<file path="src/rtl/la_chkmon_pkg.sv">
// Shared state encoding and failure codes for the LA checkpoint monitor.
package la_chkmon_pkg;

   typedef logic [1:0] chk_state_t;

   localparam chk_state_t ST_IDLE = 2'd0;
   localparam chk_state_t ST_RUN  = 2'd1;
   localparam chk_state_t ST_PASS = 2'd2;
   localparam chk_state_t ST_FAIL = 2'd3;

   localparam logic [1:0] FAIL_NONE  = 2'b00;
   localparam logic [1:0] FAIL_TMO   = 2'b01;
   localparam logic [1:0] FAIL_UNEXP = 2'b10;
   localparam logic [1:0] FAIL_CFG   = 2'b11;

endpackage

</file>
<file path="src/rtl/la_chkmon_sync_stable.sv">
// Input synchronizer plus glitch filter: flags the first cycle a synced value has held
// for STABLE_CYC consecutive cycles.
module la_chkmon_sync_stable #(
   parameter int unsigned WIDTH       = 16,
   parameter int unsigned SYNC_STAGES = 2,
   parameter int unsigned STABLE_CYC  = 2
) (
   input  logic             clock,
   input  logic             resetb,
   input  logic [WIDTH-1:0] status_in,
   output logic [WIDTH-1:0] sync_val,
   output logic             episode_start,
   output logic [WIDTH-1:0] stable_val
);

   localparam int unsigned CW = $clog2(STABLE_CYC + 1);
   localparam logic [CW-1:0] CNT_MAX = CW'(STABLE_CYC);

   logic [WIDTH-1:0] sync_q [SYNC_STAGES];
   logic [WIDTH-1:0] prev_q;
   logic [WIDTH-1:0] stable_q;
   logic [CW-1:0]    cnt_q;
   logic [CW-1:0]    cnt_d;
   logic             changed;

   always_ff @(posedge clock or negedge resetb) begin
      if (!resetb) begin
         for (int i = 0; i < SYNC_STAGES; i++) sync_q[i] <= '0;
      end else begin
         sync_q[0] <= status_in;
         for (int i = 1; i < SYNC_STAGES; i++) sync_q[i] <= sync_q[i-1];
      end
   end

   assign sync_val = sync_q[SYNC_STAGES-1];
   assign changed  = (sync_val != prev_q);

   always_comb begin
      cnt_d = cnt_q;
      if (changed) begin
         cnt_d = CW'(1);
      end else if (cnt_q != CNT_MAX) begin
         cnt_d = cnt_q + CW'(1);
      end
   end

   // The change term lets STABLE_CYC == 1 start an episode on every new value.
   assign episode_start = (cnt_d == CNT_MAX) && (changed || (cnt_q != CNT_MAX));
   assign stable_val    = stable_q;

   always_ff @(posedge clock or negedge resetb) begin
      if (!resetb) begin
         prev_q   <= '0;
         cnt_q    <= '0;
         stable_q <= '0;
      end else begin
         prev_q <= sync_val;
         cnt_q  <= cnt_d;
         if (episode_start) stable_q <= sync_val;
      end
   end

endmodule

</file>
<file path="src/rtl/la_checkpoint_monitor.sv">
// Steps through a programmed table of expected status values, reporting pass, fail and
// progress; table, run FSM and inter-hit timeout live here.
module la_checkpoint_monitor
   import la_chkmon_pkg::*;
#(
   parameter int unsigned WIDTH       = 16,
   parameter int unsigned DEPTH       = 8,
   parameter int unsigned TMO_W       = 20,
   parameter int unsigned SYNC_STAGES = 2,
   parameter int unsigned STABLE_CYC  = 2
) (
   input  logic                       clock,
   input  logic                       resetb,
   input  logic                       prog_we,
   input  logic [$clog2(DEPTH)-1:0]   prog_addr,
   input  logic [WIDTH-1:0]           prog_data,
   input  logic [$clog2(DEPTH):0]     num_chk,
   input  logic [TMO_W-1:0]           timeout_cyc,
   input  logic                       strict,
   input  logic                       arm,
   input  logic                       abort,
   input  logic [WIDTH-1:0]           status_in,
   output logic                       busy,
   output logic                       pass,
   output logic                       fail,
   output logic [1:0]                 fail_code,
   output logic [$clog2(DEPTH):0]     chk_idx,
   output logic                       hit_pulse,
   output logic [WIDTH-1:0]           last_val
);

   localparam int unsigned AW = $clog2(DEPTH);
   localparam int unsigned IW = AW + 1;

   logic [WIDTH-1:0] sync_val;
   logic             episode;

   la_chkmon_sync_stable #(
      .WIDTH       (WIDTH),
      .SYNC_STAGES (SYNC_STAGES),
      .STABLE_CYC  (STABLE_CYC)
   ) u_sync_stable (
      .clock         (clock),
      .resetb        (resetb),
      .status_in     (status_in),
      .sync_val      (sync_val),
      .episode_start (episode),
      .stable_val    (last_val)
   );

   logic [WIDTH-1:0] tbl_q [DEPTH];
   chk_state_t       state_q, state_d;
   logic [IW-1:0]    idx_q, idx_d, idx_inc;
   logic [TMO_W-1:0] tmo_q, tmo_d, tmo_inc;
   logic [WIDTH-1:0] ref_q, ref_d, expected;
   logic             pass_q, pass_d, fail_q, fail_d, hit_q, hit_d;
   logic [1:0]       code_q, code_d;
   logic             cfg_bad;

   // Table is deliberately not reset so contents survive a mid-run resetb.
   always_ff @(posedge clock) begin
      if (prog_we && (state_q != ST_RUN) && ({1'b0, prog_addr} < IW'(DEPTH))) begin
         tbl_q[prog_addr] <= prog_data;
      end
   end

   assign expected = tbl_q[idx_q[AW-1:0]];
   assign cfg_bad  = (num_chk == '0) || (num_chk > IW'(DEPTH));
   assign idx_inc  = idx_q + IW'(1);
   assign tmo_inc  = (&tmo_q) ? tmo_q : tmo_q + TMO_W'(1);

   always_comb begin
      state_d = state_q;
      idx_d   = idx_q;
      tmo_d   = tmo_q;
      ref_d   = ref_q;
      pass_d  = pass_q;
      fail_d  = fail_q;
      code_d  = code_q;
      hit_d   = 1'b0;
      unique case (state_q)
         ST_RUN: begin
            if (abort) begin
               state_d = ST_IDLE;
               idx_d   = '0;
               tmo_d   = '0;
            end else if (episode && (sync_val == expected)) begin
               hit_d = 1'b1;
               idx_d = idx_inc;
               tmo_d = '0;
               ref_d = sync_val;
               if (idx_inc == num_chk) begin
                  state_d = ST_PASS;
                  pass_d  = 1'b1;
               end
            end else if (strict && episode && (sync_val != ref_q)) begin
               state_d = ST_FAIL;
               fail_d  = 1'b1;
               code_d  = FAIL_UNEXP;
            end else begin
               tmo_d = tmo_inc;
               if ((timeout_cyc != '0) && (tmo_inc >= timeout_cyc)) begin
                  state_d = ST_FAIL;
                  fail_d  = 1'b1;
                  code_d  = FAIL_TMO;
               end
            end
         end
         ST_IDLE, ST_PASS, ST_FAIL: begin
            if (arm && !abort) begin
               pass_d = 1'b0;
               fail_d = 1'b0;
               code_d = FAIL_NONE;
               idx_d  = '0;
               tmo_d  = '0;
               ref_d  = sync_val;
               if (cfg_bad) begin
                  state_d = ST_FAIL;
                  fail_d  = 1'b1;
                  code_d  = FAIL_CFG;
               end else begin
                  state_d = ST_RUN;
               end
            end
         end
         default: state_d = ST_IDLE;
      endcase
   end

   always_ff @(posedge clock or negedge resetb) begin
      if (!resetb) begin
         state_q <= ST_IDLE;
         idx_q   <= '0;
         tmo_q   <= '0;
         ref_q   <= '0;
         pass_q  <= 1'b0;
         fail_q  <= 1'b0;
         code_q  <= FAIL_NONE;
         hit_q   <= 1'b0;
      end else begin
         state_q <= state_d;
         idx_q   <= idx_d;
         tmo_q   <= tmo_d;
         ref_q   <= ref_d;
         pass_q  <= pass_d;
         fail_q  <= fail_d;
         code_q  <= code_d;
         hit_q   <= hit_d;
      end
   end

   assign busy      = (state_q == ST_RUN);
   assign pass      = pass_q;
   assign fail      = fail_q;
   assign fail_code = code_q;
   assign chk_idx   = idx_q;
   assign hit_pulse = hit_q;

endmodule
</file>
<file path="config.mk">
export PLATFORM = sky130hd
export DESIGN_NAME = la_checkpoint_monitor
export DESIGN_NICKNAME = d
export VERILOG_FILES = /design/src/rtl/la_chkmon_pkg.sv /design/src/rtl/la_chkmon_sync_stable.sv /design/src/rtl/la_checkpoint_monitor.sv
export SDC_FILE = /design/constraint.sdc
export NUM_CORES = 1
export LEC_CHECK = 0
export ABC_AREA = 0
export BUFFER_PORTS_ARGS = -buffer_cell sky130_fd_sc_hd__buf_4
export CORE_AREA = 4 4 146 148
export DETAILED_ROUTE_END_ITERATION = 6
export DIE_AREA = 0 0 150 152
export PLACE_DENSITY_LB_ADDON = 0.25
export REMOVE_ABC_BUFFERS = 1
export SYNTH_ARGS = -nofsm -noshare
export SYNTH_HDL_FRONTEND = slang
export SYNTH_SLANG_ARGS = --single-unit
</file>
<file path="constraint.sdc">
create_clock -name clock -period 3.6 [get_ports clock]
set_input_delay 0.18 -clock clock [delete_from_list [all_inputs] [get_ports clock]]
set_output_delay 0.18 -clock clock [all_outputs]
set_load 0.01 [all_outputs]
</file>
======== Word level (Yosys, flattened, before mapping) ========
Memory sizes are Yosys's and may differ from the RTL's.
Index checks and enable logic that the tools add are counted.
word-level totals
  bits in read-only memories .............. 0
  bits in latches ......................... 0
  output and inout port bits .............. 26
  memories ................................ 1
  logic and storage cells ................. 108
  bits in registers ....................... 113
  RAM bits ................................ 128
operators by class
  multipliers ............................. 0
  eq/ne operators ......................... 20
  order comparisons ....................... 2
  add/sub/neg operators ................... 3
  bitwise logic cells ..................... 0
  muxes and demuxes ....................... 48
  reductions and logical operators ........ 21
  divide/modulo/power cells ............... 0
  shifts and indexed selects .............. 0
memories
  name   depth  width  read ports  clocked after Yosys merged registers in  wr ports  RTL line                     text
  tbl_q  8      16     1           0                                        1         la_checkpoint_monitor.sv:51  logic [WIDTH-1:0] tbl_q [DEPTH];
operators by type and width
  kind                                                              number
  20-bit 2-to-1 mux                                                 5
  16-bit 2-to-1 mux                                                 3
  20-bit case mux with 2 select lines                               1
  16-bit != test                                                    2
  16-bit case mux with 2 select lines                               1
  2-bit 2-to-1 mux                                                  15
  20-bit by 1-bit adder with 20-bit output (second input constant)  1
  20-bit >= comparator                                              1
  20-bit AND reduction                                              1
  20-bit nonzero test                                               1
  16-bit equality test                                              1
  1-bit 2-to-1 mux                                                  15
  4-bit 2-to-1 mux                                                  3
  2-bit != test (second input constant)                             4
  2-bit case mux with 2 select lines                                2
  4-bit case mux with 2 select lines                                1
  4-bit AND reduction                                               2
  1-bit logical AND                                                 7
  2-bit equality test (second input constant)                       3
  2-bit by 1-bit != test with 1-bit output (second input constant)  3
  3-bit AND reduction                                               2
  5-bit by 2-bit != test with 1-bit output (second input constant)  1
  4-bit by 1-bit adder with 4-bit output (second input constant)    1
  4-bit equality test                                               1
  other kinds (14)                                                  17

======== Longest topological paths before layout ========
  depth after elaboration ................. 11
  gate-level depth with buffers ........... 17
  depth with buffers taken out ............ 16

======== Cells and area by module ========
Synthesis repeated with hierarchy kept, for this count alone.
second synthesis, totals
  cell total of the unflattened synthesis .. 730
  area total of the unflattened synthesis .. 10605.2 um^2
by module, submodules not included
  module                 instances  area an instance (um^2)  cells an instance
  la_checkpoint_monitor  1          8388.0                   600
  la_chkmon_sync_stable  1          2217.1                   130

======== Least setup slack after synthesis ========
OpenSTA, ideal clock, no wires.
  kind .................................... reg2reg
  start ................................... reg tmo_q[6]
  end ..................................... reg code_q[1], in the netlist fail_code[1]
  arrival time ............................ 3.501 ns
  data required time ...................... 3.475 ns
  path buffers ............................ 2
  stages on the path, launching flop included .. 18
  setup time .............................. 0.125 ns
  slack ................................... -0.026 ns
  cell sequence ........................... dfrtp_1 -> clkbuf_1 -> and4_1 -> nand4_1 -> nor4_1 -> clkbuf_1 -> nor2_1 -> nand4_1 -> xnor2_1 -> ha_1 -> nand3_1 -> a21boi_0 -> a2111oi_0 -> o41ai_1 -> o21a_1 -> o21ai_0 -> o21ai_0 -> mux2_2
on the way
  cells in the longest elaborated chain, start to end .. 6
  elaborated cells between the ends (all ways) .. 7
  those cells by class .................... 1 x add/sub; 1 x order compare; 1 x eq/ne; 1 x mux; 3 x reduce/logical
RTL lines
  item                                                                                     RTL line                      text
  start: declaration                                                                       la_checkpoint_monitor.sv:54   logic [TMO_W-1:0] tmo_q, tmo_d, tmo_inc;
  start signal: assignment                                                                 la_checkpoint_monitor.sv:143  tmo_q <= tmo_d;
  20-bit by 1-bit adder with 20-bit output / 20-bit AND reduction (equally long branches)  la_checkpoint_monitor.sv:70   assign tmo_inc = (&tmo_q) ? tmo_q : tmo_q + TMO_W'(1);
  20-bit 2-to-1 mux *                                                                      la_checkpoint_monitor.sv:70
  20-bit >= comparator *                                                                   la_checkpoint_monitor.sv:102  if ((timeout_cyc != '0) && (tmo_inc >= timeout_cyc)) begin
  1-bit logical AND *                                                                      la_checkpoint_monitor.sv:102
  3-bit by 1-bit != test with 1-bit output (no line) *                                     n/a
  4-bit AND reduction (no line) *                                                          n/a
  end signal: assignment                                                                   la_checkpoint_monitor.sv:147  code_q <= code_d;
  end: declaration                                                                         la_checkpoint_monitor.sv:57   logic [1:0] code_q, code_d;
Every way passes the cells marked *; elsewhere a longest branch is shown, timed or not.
A chain may end at the register's enable or synchronous reset.

======== Final worst setup path ========
  start ................................... reg idx_q[0], in the netlist chk_idx[0]
  end ..................................... reg tmo_q[19]
on the way
  cells in the longest elaborated chain, start to end .. 6
  elaborated cells between the ends (all ways) .. 8
  those cells by class .................... 2 x eq/ne; 3 x mux; 2 x reduce/logical; 1 x memory
RTL lines
  item                                 RTL line                      text
  start: declaration                   la_checkpoint_monitor.sv:53   logic [IW-1:0] idx_q, idx_d, idx_inc;
  start signal: assignment             la_checkpoint_monitor.sv:142  idx_q <= idx_d;
  memory 8 x 16 bit *                  n/a
  16-bit equality test *               la_checkpoint_monitor.sv:87   end else if (episode && (sync_val == expected)) begin
  1-bit logical AND *                  la_checkpoint_monitor.sv:87
  20-bit 2-to-1 mux                    la_checkpoint_monitor.sv:87
  20-bit 2-to-1 mux                    la_checkpoint_monitor.sv:83   if (abort) begin
  20-bit case mux with 2 select lines  la_checkpoint_monitor.sv:81   unique case (state_q)
Marked as above.

==> results_tabular.tex <==
\begin{tabular}{lr}
\hline
Metric & Value \\
\hline
\multicolumn{2}{l}{\textbf{Pwr}} \\
Ratio of total power to cell area & 510.2 nW/µm² \\
Leakage power total & 5.381 nW \\
Clock group share of total power & 38.7\% \\
Combinational Power Share & 13.5\% \\
Register share of total power & 47.8\% \\
Max VDD drop & 0.0004760 V \\
Switching power summed over all nets & 0.001612 W \\
Cell Int Power & 0.005170 W \\
Proportion of total power due to net switching & 23.77\% \\
\multicolumn{2}{l}{\textbf{Synthesis}} \\
Largest area contributor in the netlist & edfxtp\_1 \\
Cell types occupying the most area after synthesis & edfxtp\_1 (36\%), dfrtp\_1 (27\%), xnor2\_1 (4.9\%) \\
List of most frequent post-synthesis cells & edfxtp\_1 (128), dfrtp\_1 (113), xnor2\_1 (60) \\
Number of distinct standard cells referenced by the synthesized netlist & 60 \\
Mapped Avg Cell Area & 14.65 µm² \\
Share of the synthesized area in the top cell type & 36.14\% \\
Synth Instances & 726 \\
Post-synth design cell area & 10,640 µm² \\
Fraction of registers with async set/reset & 46.89\% \\
Count of synthesis-stage warnings from yosys & 0 \\
Top FF cell, synth & edfxtp\_1 \\
Flops \& latches, synth & 241 \\
Most frequent cell after synthesis & edfxtp\_1 \\
Post-synthesis sequential area ratio & 62.73\% \\
Number of enable flip-flop cells after synthesis & 128 \\
\multicolumn{2}{l}{\textbf{Placement}} \\
Count of port buffers added during placement & 90 \\
Detailed-placement wirelength estimate & 15,650 µm \\
Final Wtd Congestion & 0.8891 \\
Setup WS pre-CTS & -0.1333 ns \\
Inst Count DP & 1,116 \\
\multicolumn{2}{l}{\textbf{Timing}} \\
Tightest slew margin relative to the limit & 31.35\% \\
Final Hold Vio Count & 0 \\
Largest clock skew in the final design & 0.008871 ns \\
Final clock period utilization by the worst path & 95.57\% \\
F\_max & 0.2906 GHz \\
Shortest period the worst path allows & 3.441 ns \\
PnR worst setup slack & 0.1594 ns \\
Final count of pins violating max slew & 0 \\
Number of endpoints failing setup at the final stage & 0 \\
Transition time at the pin with the least slew margin & 1.026 ns \\
\multicolumn{2}{l}{\textbf{Setup path}} \\
Arr. time, crit path & 3.85 ns \\
Reg2Reg Capture Point & tmo\_q[19]\$\_DFFE\_PN0P\_ \\
Critical path launch point type & register \\
Length in cells of the worst reg-to-reg path & 9 \\
Startpoint of the most critical register-to-register path & chk\_idx[0]\$\_DFFE\_PN0P\_ \\
Slack of the worst reg-to-reg path & 0.16 ns \\
Required time at the endpoint of the critical path & 4.01 ns \\
Critical path class & reg -> reg \\
Worst-path maximum fanout & 10 \\
Element type at the critical path end & register \\
\multicolumn{2}{l}{\textbf{Global route}} \\
Largest net degree at the start of global routing & 55 \\
Overall overflow remaining after global route & 0 \\
Global-route usage over all layers & 20.57\% \\
Vias in the first global route & 6,865 \\
Number of antenna violations at the first check in global routing & 0 \\
First-pass GRT wire length & 37,050 µm \\
\multicolumn{2}{l}{\textbf{Worst hold path}} \\
Hold worst-path end & tbl\_q[0][6]\$\_DFFE\_PP\_ \\
Origin of the worst min-delay path & prog\_addr[2] \\
Type of the worst min-delay path & in -> reg \\
Worst hold path stage count & 2 \\
\multicolumn{2}{l}{\textbf{Clock network}} \\
Buffer depth of the longest clock path & 3 \\
CTS H-tree depth & 1 \\
Clock root cell & clkbuf\_16 \\
Clock sink total & 241 \\
Clock-pin slew of the registers on the worst-case setup and hold paths & 0.06 ns \\
Clock latency on the worst-skew pair & 0.53 ns \\
TritonCTS clock tree & built \\
Cts bufs inserted & 26 \\
\multicolumn{2}{l}{\textbf{Drt}} \\
Met2 routed wirelength & 12,300 µm \\
Top routing layer used & met4 \\
Detail Route met3 WL & 910 µm \\
Number of antenna-violating nets in the routed design & 0 \\
Post-DR wirelength/cell & 19.64 µm \\
Vias per cell & 5.479 \\
Wire length reported by the detailed router & 23,550 µm \\
Post-route DRC violation count & 0 \\
TritonRoute pass-1 iters & 5 \\
Detailed router's first-iteration violation count & 404 \\
Count of vias placed by the detailed router & 6,569 \\
Metal-1 WL & 9871 µm \\
\multicolumn{2}{l}{\textbf{Die}} \\
Placement row count & 52 \\
Area of the placeable core & 20,040 µm² \\
DIE WIDTH & 150 µm \\
Initial core utilization & 53.07\% \\
Total die area & 22,800 µm² \\
Vertical die dimension & 152 µm \\
I/O pins & 91 \\
\multicolumn{2}{l}{\textbf{Outcome}} \\
Run status & finished, final reports clean \\
\multicolumn{2}{l}{\textbf{Final layout}} \\
Growth of design area from synthesis to finish & 24.99\% \\
Number of filler cells placed in the layout & 1,442 \\
Sequential standard cell area & 6676 µm² \\
Area of the multi-input gates & 3832 µm² \\
Antenna diode count & 0 \\
Post-route non-filler standard cell count & 1,199 \\
Fraction of final layout cells with drive strength greater than 1 & 28.31\% \\
Nets & 1,000 \\
\multicolumn{2}{l}{\textbf{Run}} \\
Max-cap check violation count & 0 \\
\hline
\end{tabular}
-- power by group through the flow --
stage / registers [W] / clock network [W] / logic (W)
after floorplan: 0.00329 / 0 / 0.000510
after global placement: 0.00328 / 0 / 0.000855
after detailed placement: 0.00330 / 0 / 0.000880
after CTS: 0.00325 / 0.00268 / 0.000915
after global routing: 0.00327 / 0.00280 / 0.00100
final: 0.00324 / 0.00262 / 0.000915
-- worst max-delay path: stages (launching register included) --
cell and delay, ns:
dfrtp_4 0.56, buf_4 0.26, mux4_2 0.51, mux2i_1 0.41, xnor2_1 0.20, nor4_4 0.34, and4_1 0.29, o22ai_1 0.23
buf_4 0.27, a22o_1 0.24
-- per-layer routing --
layer  track usage (%)  vias up
met5                 0        -
met4             4.314        0
met3             2.860       33
met2             36.18      140
met1             27.37     3310
li1                  -     3086
-- placed cells by master, fill, tap and decap left out, drive strengths merged, types with 10 or more instances in the layout --
cell / synthesis / layout
edfxtp: 128 / 128
nand4: 15 / 15
mux2i: 29 / 29
nand2b: 10 / 10
xor2: 10 / 10
dfrtp: 113 / 113
inv: 25 / 26
nor2: 33 / 33
nand2: 27 / 27
ha: 24 / 24
mux2: 32 / 32
a21o: 12 / 12
buf: 15 / 148
nor4: 13 / 13
o21ai: 12 / 12
clkbuf: 10 / 36
xnor2: 60 / 60
dlygate4sd3: 0 / 34
nand3: 25 / 25
mux4: 24 / 24
a21oi: 23 / 23
-- registers in the layout (all words and copies together), names as in the netlist, 4 cells and up --
register,count
u_sync_stable.prev_q,16
u_sync_stable.stable_val,16
ref_q,16
tmo_q,20
u_sync_stable.sync_q,16
tbl_q,128
chk_idx,4
u_sync_stable.sync_val,16
-- cell type report --
cell class / count / area share (%)
inverters: 25 / 0.7060
multi-input cells: 435 / 28.83
clock buffers: 36 / 5.328
repair buffers: 182 / 11.30
clock inverters: 10 / 1.073
flip-flops and latches: 241 / 50.23
well taps: 270 / 2.541
-- worst max-delay path by stage --
stage | slack, ns | startpoint | to
after floorplan | -0.52 | chk_idx[0]$_DFFE_PN0P_ | fail_code[1]$_DFFE_PN0P_
after global placement | -0.04 | tmo_q[7]$_DFFE_PN0P_ | fail_code[1]$_DFFE_PN0P_
after detailed placement | -0.13 | tmo_q[7]$_DFFE_PN0P_ | fail_code[0]$_DFFE_PN0P_
after CTS | 0.03 | tmo_q[4]$_DFFE_PN0P_ | fail_code[1]$_DFFE_PN0P_
after global routing | -0.02 | tmo_q[12]$_DFFE_PN0P_ | fail_code[1]$_DFFE_PN0P_
final | 0.16 | chk_idx[0]$_DFFE_PN0P_ | tmo_q[19]$_DFFE_PN0P_
-- per-stage QoR --
| step | cell area, µm² | total power [W] | util (%) | hold slack [ns] | setup TNS, ns |
|---|---|---|---|---|---|
| 6_report | 13290 | 0.006782 | 66.33 | 0.1209 | 0 |
| 5_1_grt | 13290 | 0.007068 | 66.33 | 0.1098 | -0.02390 |
| 4_1_cts | 13200 | 0.006846 | 65.85 | 0.09704 | 0 |
| 3_5_place_dp | 12000 | 0.004176 | 59.87 | 0.2802 | -0.2987 |
| 3_3_place_gp | 12000 | 0.004137 | 59.87 | 0.2684 | -0.07147 |
| 2_1_floorplan | 10490 | 0.003799 | - | -0.1156 | -12.55 |
-- kinds of logic after synthesis --
family | share of synthesized area [%]
XOR/XNOR | 5.765
multiplexers | 11.76
flip-flops | 62.73
buffers and inverters | 2.282
adder cells (fa/ha/maj) | 2.824
AO/OA/AOI/OAI | 5.447
AND/OR/NAND/NOR | 9.188
-- repair_timing --
action | in CTS | in global routing
pin swaps | 0 | 4
endpoints found under the hold margin | 197 | 0
gates resized for setup | 3 | 15
endpoints found under the setup margin | 3 | 18
hold buffers | 34 | 0
setup buffers | 0 | 3
Power figures use the tool's default switching activity.
